==> src/rtl/bcd_updown_counter.sv <==
// bcd_updown_counter
//   Multi-digit BCD up/down counter built from DIGITS chained decade stages.
//   Supports synchronous parallel load (with BCD validation), wrap or
//   saturate at the terminal count, and a combinational carry_out so that
//   instances cascade exactly like single decade digits.
//
// Parameters
//   DIGITS    number of BCD decades (1..8)
//   SATURATE  0 = wrap at terminal count, 1 = hold at terminal count
//
// Ports
//   clk        rising-edge clock
//   reset      synchronous, active-high; clears q and load_err
//   c_in       count enable / carry-in from a lower cascaded stage
//   up         direction: 1 = increment, 0 = decrement
//   load       synchronous parallel load strobe
//   load_val   BCD load value, digit i in bits [4i+3:4i]
//   q          current BCD count, digit 0 least significant
//   carry_out  combinational terminal-count pulse for cascading
//   load_err   registered; high for one cycle after a rejected load
module bcd_updown_counter #(
  parameter int DIGITS   = 4,
  parameter bit SATURATE = 1'b0
) (
  input  logic                  clk,
  input  logic                  reset,
  input  logic                  c_in,
  input  logic                  up,
  input  logic                  load,
  input  logic [4*DIGITS-1:0]   load_val,
  output logic [4*DIGITS-1:0]   q,
  output logic                  carry_out,
  output logic                  load_err
);

  localparam int W = 4 * DIGITS;

  logic [W-1:0]      q_q, q_d;
  logic              load_err_q, load_err_d;

  // q_step is the count after one up/down step with wrap-around at every digit.
  logic [W-1:0]      q_step;
  // all9[i] / all0[i]: every digit below i is 9 / 0 (the per-digit ripple enables).
  logic [DIGITS:0]   all9, all0;
  logic [DIGITS-1:0] digit_ok;
  logic              at_tc;

  assign all9[0] = 1'b1;
  assign all0[0] = 1'b1;

  genvar i;
  generate
    for (i = 0; i < DIGITS; i++) begin : g_digit
      logic [3:0] d;
      logic       step_en;
      logic [3:0] d_inc, d_dec;

      assign d           = q_q[4*i +: 4];
      assign all9[i+1]   = all9[i] & (d == 4'd9);
      assign all0[i+1]   = all0[i] & (d == 4'd0);
      assign digit_ok[i] = (load_val[4*i +: 4] <= 4'd9);
      assign step_en     = up ? all9[i] : all0[i];
      assign d_inc       = (d == 4'd9) ? 4'd0 : d + 4'd1;
      assign d_dec       = (d == 4'd0) ? 4'd9 : d - 4'd1;
      assign q_step[4*i +: 4] = !step_en ? d : (up ? d_inc : d_dec);
    end
  endgenerate

  assign at_tc     = up ? all9[DIGITS] : all0[DIGITS];
  assign carry_out = c_in & ~reset & ~load & at_tc;

  always_comb begin
    q_d        = q_q;
    load_err_d = 1'b0;
    if (reset) begin
      q_d = '0;
    end else if (load) begin
      if (&digit_ok) q_d = load_val;
      else           load_err_d = 1'b1;
    end else if (c_in) begin
      // In saturate mode the terminal value is held; carry_out still flags it.
      if (!(SATURATE && at_tc)) q_d = q_step;
    end
  end

  always_ff @(posedge clk) begin
    q_q        <= q_d;
    load_err_q <= load_err_d;
  end

  assign q        = q_q;
  assign load_err = load_err_q;

endmodule
==> config.mk <==
export PLATFORM = sky130hd
export DESIGN_NAME = bcd_updown_counter
export DESIGN_NICKNAME = d
export VERILOG_FILES = /design/src/rtl/bcd_updown_counter.sv
export SDC_FILE = /design/constraint.sdc
export NUM_CORES = 1
export LEC_CHECK = 0
export CAP_MARGIN = 20
export CORE_ASPECT_RATIO = 1.1
export CORE_MARGIN = 3
export CORE_UTILIZATION = 40
export DETAILED_ROUTE_END_ITERATION = 16
export PLACE_DENSITY_LB_ADDON = 0.15
export SYNTH_ARGS = -nofsm -noshare
export SYNTH_HDL_FRONTEND = slang
export SYNTH_SLANG_ARGS = --single-unit
export TNS_END_PERCENT = 1
==> constraint.sdc <==
create_clock -name clk -period 1.93 [get_ports clk]
set_input_delay 0.193 -clock clk [delete_from_list [all_inputs] [get_ports clk]]
set_output_delay 0.193 -clock clk [all_outputs]
set_load 0.05 [all_outputs]
==> summary.md <==
| Metric | Value |
|---|---|
| Outcome | complete, but fails checks |
| Violated checks | setup timing |
| Clk pwr share | 19.5% |
| Number of standard-cell rows in the floorplan | 22 |
| Clock sink count | 17 |
| Hold_buf cts | 0 |
| Internal power | 0.000662 W |
| Reg2Reg Setup Slack | 0.04 ns |
| Worst setup path start | load |
| Last weighted congestion value of the routability-driven placer | approximately 0.84 |
| Post-Synthesis Cell Area | about 1500 µm² |
| Leak pwr | around 0.89 nW |
| HPWL after DPL | 3050 µm |
| Power density cells | 477 nW/µm² |
| Core region area | 3470 µm² |
| Vias post-DR | 1761 |
| R2r endpoint | q[13] |
| Kind of start point of the critical path | input pin |
| Gr ovfl total | 0 |
| Initial DRT Pass Iterations | 4 |
| Final setup violation count | 1 |
| Number of cells traversed by the worst register-to-register path | 7 |
| Synth top area share | 22.8% |
| Nets in the synthesized netlist | 231 |
| Class of the tightest hold or removal check | input pin to register |
| CTS tree | built |
| Clock root buffer master | sky130_fd_sc_hd__clkbuf_4 |
| Worst vdd rail ir drop | 0.334 mV |
| Height of the die | 70.1 µm |
| Delay-heaviest family, CP | simple AND/OR/NAND/NOR gates |
| Netlist cell types | 50 |
| Worst Path Arrival | between 1.5 and 2 ns |
| Maximum number of pins on one net before global-route repair | 25 |
| Critical R2R Launch | q[7] |
| Drt wl/cell | 14.0 µm |
| Worst hold start | c_in |
| Peak fanout along the critical path | 2 |
| Slew at the pin with the worst max-slew slack | 0.500 ns |
| Post-route DRC violation count | 0 |
| FILL cells | 317 |
| Clk_lat worst skew | 0.30 ns |
| Post-synthesis sequential element count | 17 |
| Die Outline Area | 4510 µm² |
| Number of H-tree levels | 1 |
| Proportion of synthesized chip area in sequential cells | 22.8% |
| Area Growth Syn to Fin | 50.2% |
| Count of mapped cells out of synthesis | 210 |
| Top post-synthesis cells by area | sky130_fd_sc_hd__dfxtp_1 23%, sky130_fd_sc_hd__o21ai_0 6.0%, sky130_fd_sc_hd__a21oi_1 4.7% |
| Number of inserted diodes | 0 |
| Antenna violations before repair | 0 |
| Final clock period utilization by the worst path | 102% |
| Share of async-settable or async-resettable flops after synthesis | 0% |
| Synthesis Warnings | 0 |
| Per-instance average area after synthesis | 7.12 µm² |
| Clock transition at the registers of the reported paths | roughly 0.11 ns |
| Net Sw Power | 0.000409 W |
| Comb pwr share | 42.5% |
| Fin crit period | 1.96 ns |
| Residual antenna-violating net count after detailed routing | 0 |
| Number of placed I/O pins | 39 |
| Cell with the largest stage delay on the worst path | sky130_fd_sc_hd__or4_4 |
| Placement-stage cell area | 2060 µm² |
| Port Buffer Count | 38 |
| Initial detailed-routing violation count | 158 |
| Instance count along the most critical hold path | 4 |
| Count of pins over their slew limit | 0 |
| Worst Slack Setup Final | -0.0299 ns |
| Final clock skew | 0.00164 ns |
| Sequential power share | 38.0% |
| Slew HR | approximately two thirds |
| Final hold violations | 0 |
| Critical path data required time | 1.74 ns |
| Hold EP | q[2] |
| WL final | 4450 µm |
| Final net count | 291 |
| Die X-Extent | 64.3 µm |
| Type of element capturing the critical path | output pin |
| Effective utilization at floorplan | 43.1% |
| Worst Path Class, Setup | input pin to output pin |
| Number of max-cap violations | 0 |
| Global Route Usage Sum | 19.8% |
| Number of global-route vias before repair | 1657 |
| Worst Path Buf+Inv | 2 |
| Unrepaired setup endpoints after global routing | yes |
| Peak per-stage delay on the critical path | 0.57 ns |
| Buffer levels on the longest clock path | 2 |
| Post-Route Hold Slack | 0.299 ns |
| Proportion of layout cells with a drive suffix above 1 | 28.3% |
| Post-route design area | 2250 µm² |
| Clock buffer count from CTS | 3 |
| Ys flop type | sky130_fd_sc_hd__dfxtp_1 |
| Fraction of power spent switching nets | 38.2% |
| Vias per cell | 5.56 |
| First-pass GRT wire length | around 7500 µm |
| Fmax | 510 MHz |
| Number of enable flip-flop cells after synthesis | 0 |
| Series of cell instances along the critical path | clkdlybuf4s50_1 > nor2b_4 > nand4_1 > or4_4 > nor2_4 > buf_12 |
| Post-synthesis cell type with the largest combined area | sky130_fd_sc_hd__dfxtp_1 |
## synthesized netlist by cell type, drive strengths merged (2+ instances only)
| library cell | instances |
|---|---|
| buf | 12 |
| nand4b | 3 |
| o211ai | 3 |
| o311a | 2 |
| nand3b | 3 |
| o21a | 2 |
| or2 | 4 |
| nor4 | 2 |
| o21bai | 3 |
| dfxtp | 17 |
| nand2b | 4 |
| o21ai | 19 |
| xnor2 | 5 |
| nand3 | 7 |
| xor2 | 2 |
| o31ai | 3 |
| clkbuf | 9 |
| and3 | 8 |
| a221o | 3 |
| nand2 | 17 |
| mux2i | 2 |
| a21oi | 14 |
| a311oi | 2 |
| a22o | 2 |
| o22ai | 5 |
| a221oi | 2 |
| nor3 | 10 |
| nor2b | 3 |
| nor2 | 17 |
| inv | 5 |
| nand4 | 2 |
| o2111ai | 2 |
| a211oi | 5 |
## area by class of cell
type | count | area [µm²] | area share [%]
Sequential cell | 17 | 380 | 16.9
Timing Repair Buffer | 76 | 674 | 30.0
Tap cell | 48 | 60.1 | 2.67
Inverter | 6 | 22.5 | 1.00
Clock buffer | 3 | 22.5 | 1.00
Clock inverter | 1 | 5.00 | 0.223
Multi-Input combinational cell | 166 | 1080 | 48.1
## through the flow
| stage | worst slack (ns) | setup TNS, ns | util, % | std cells | total power [W] |
|---|---|---|---|---|---|
| finish | -0.0299 | -0.0299 | 64.8 | 317 | 0.00107 |
| global route | -0.0982 | -0.170 | 64.8 | 317 | 0.00114 |
| CTS | -0.0239 | -0.0239 | 61.3 | 306 | 0.00105 |
| detailed placement | -0.368 | -2.15 | 59.3 | 299 | 0.000827 |
| global placement | -0.299 | -1.68 | 59.3 | 299 | 0.000824 |
| floorplan | 0.00357 | 0 | - | 210 | 0.000684 |
## cell usage in the layout, fill, tap and decap left out, types with 3 or more instances in the layout
| cell | instances |
|---|---|
| sky130_fd_sc_hd__a211oi_1 | 5 |
| sky130_fd_sc_hd__a21oi_1 | 13 |
| sky130_fd_sc_hd__a221o_1 | 3 |
| sky130_fd_sc_hd__and3_1 | 7 |
| sky130_fd_sc_hd__buf_4 | 40 |
| sky130_fd_sc_hd__clkbuf_4 | 3 |
| sky130_fd_sc_hd__clkdlybuf4s50_1 | 30 |
| sky130_fd_sc_hd__dfxtp_1 | 5 |
| sky130_fd_sc_hd__dfxtp_4 | 10 |
| sky130_fd_sc_hd__dlymetal6s2s_1 | 3 |
| sky130_fd_sc_hd__inv_1 | 5 |
| sky130_fd_sc_hd__nand2_1 | 17 |
| sky130_fd_sc_hd__nand2b_1 | 4 |
| sky130_fd_sc_hd__nand3_1 | 7 |
| sky130_fd_sc_hd__nand3b_1 | 3 |
| sky130_fd_sc_hd__nand4b_1 | 3 |
| sky130_fd_sc_hd__nor2_1 | 12 |
| sky130_fd_sc_hd__nor2_4 | 3 |
| sky130_fd_sc_hd__nor3_1 | 7 |
| sky130_fd_sc_hd__o211ai_1 | 3 |
| sky130_fd_sc_hd__o21ai_0 | 18 |
| sky130_fd_sc_hd__o21bai_1 | 3 |
| sky130_fd_sc_hd__o22ai_1 | 5 |
| sky130_fd_sc_hd__o31ai_1 | 3 |
| sky130_fd_sc_hd__or2_2 | 4 |
| sky130_fd_sc_hd__xnor2_1 | 5 |
## timing repair
action                     CTS  global route
pin swaps                    2             8
hold endpoints to repair     0             0
gates resized for setup      5            13
cloned                       0             0
buffers inserted             3            11
setup endpoints to repair    4             4
## state kept, by name, summed over array words and instances (netlist names)
| register | cells |
|---|---|
| load_err | 1 |
| q | 16 |
## per-layer routing
metal	track usage [%]	vias to the layer above	share of wire, %
met5	0	-	0
met4	6.57	0	1.8
met3	3.22	8	5.4
met2	31.1	61	45
met1	27.4	788	48
li1	-	904	-
## kinds of logic (layout without fill, tap and decap cells)
family,count (synthesis),after routing,synth area share [%]
xor gates and xnor gates,7,7,4.10
buffers and inverters,27,86,9.04
DFF,17,17,22.8
and+or+nand+nor,84,84,30.0
muxes,2,2,1.34
AOI/OAI and AO/OA,73,73,32.7
## worst reg2reg max path: stages (launching register included)
cell and delay, ns:
sky130_fd_sc_hd__dfxtp_4 0.41, sky130_fd_sc_hd__and3_4 0.19, sky130_fd_sc_hd__nor2_2 0.03, sky130_fd_sc_hd__or4_4 0.54, sky130_fd_sc_hd__buf_4 0.18, sky130_fd_sc_hd__buf_4 0.14, sky130_fd_sc_hd__a22o_1 0.21, sky130_fd_sc_hd__a21oi_2 0.13
## worst max path at each step
stage | endpoint | cells after the start
6_report | carry_out | 6
5_1_grt | carry_out | 5
4_1_cts | carry_out | 5
3_5_place_dp | q[13] | 8
3_3_place_gp | q[12] | 7
2_1_floorplan | q[12] | 7
## power by group through the flow
stage	clock network (W)	logic (W)	registers, W
after global placement	0	0.000404	0.000421
after detailed placement	0	0.000406	0.000421
after floorplan	0	0.000216	0.000468
after global routing	0.000232	0.000495	0.000411
final	0.000209	0.000455	0.000407
after CTS	0.000217	0.000421	0.000408
No activity file was read; power rests on OpenSTA's default activity.
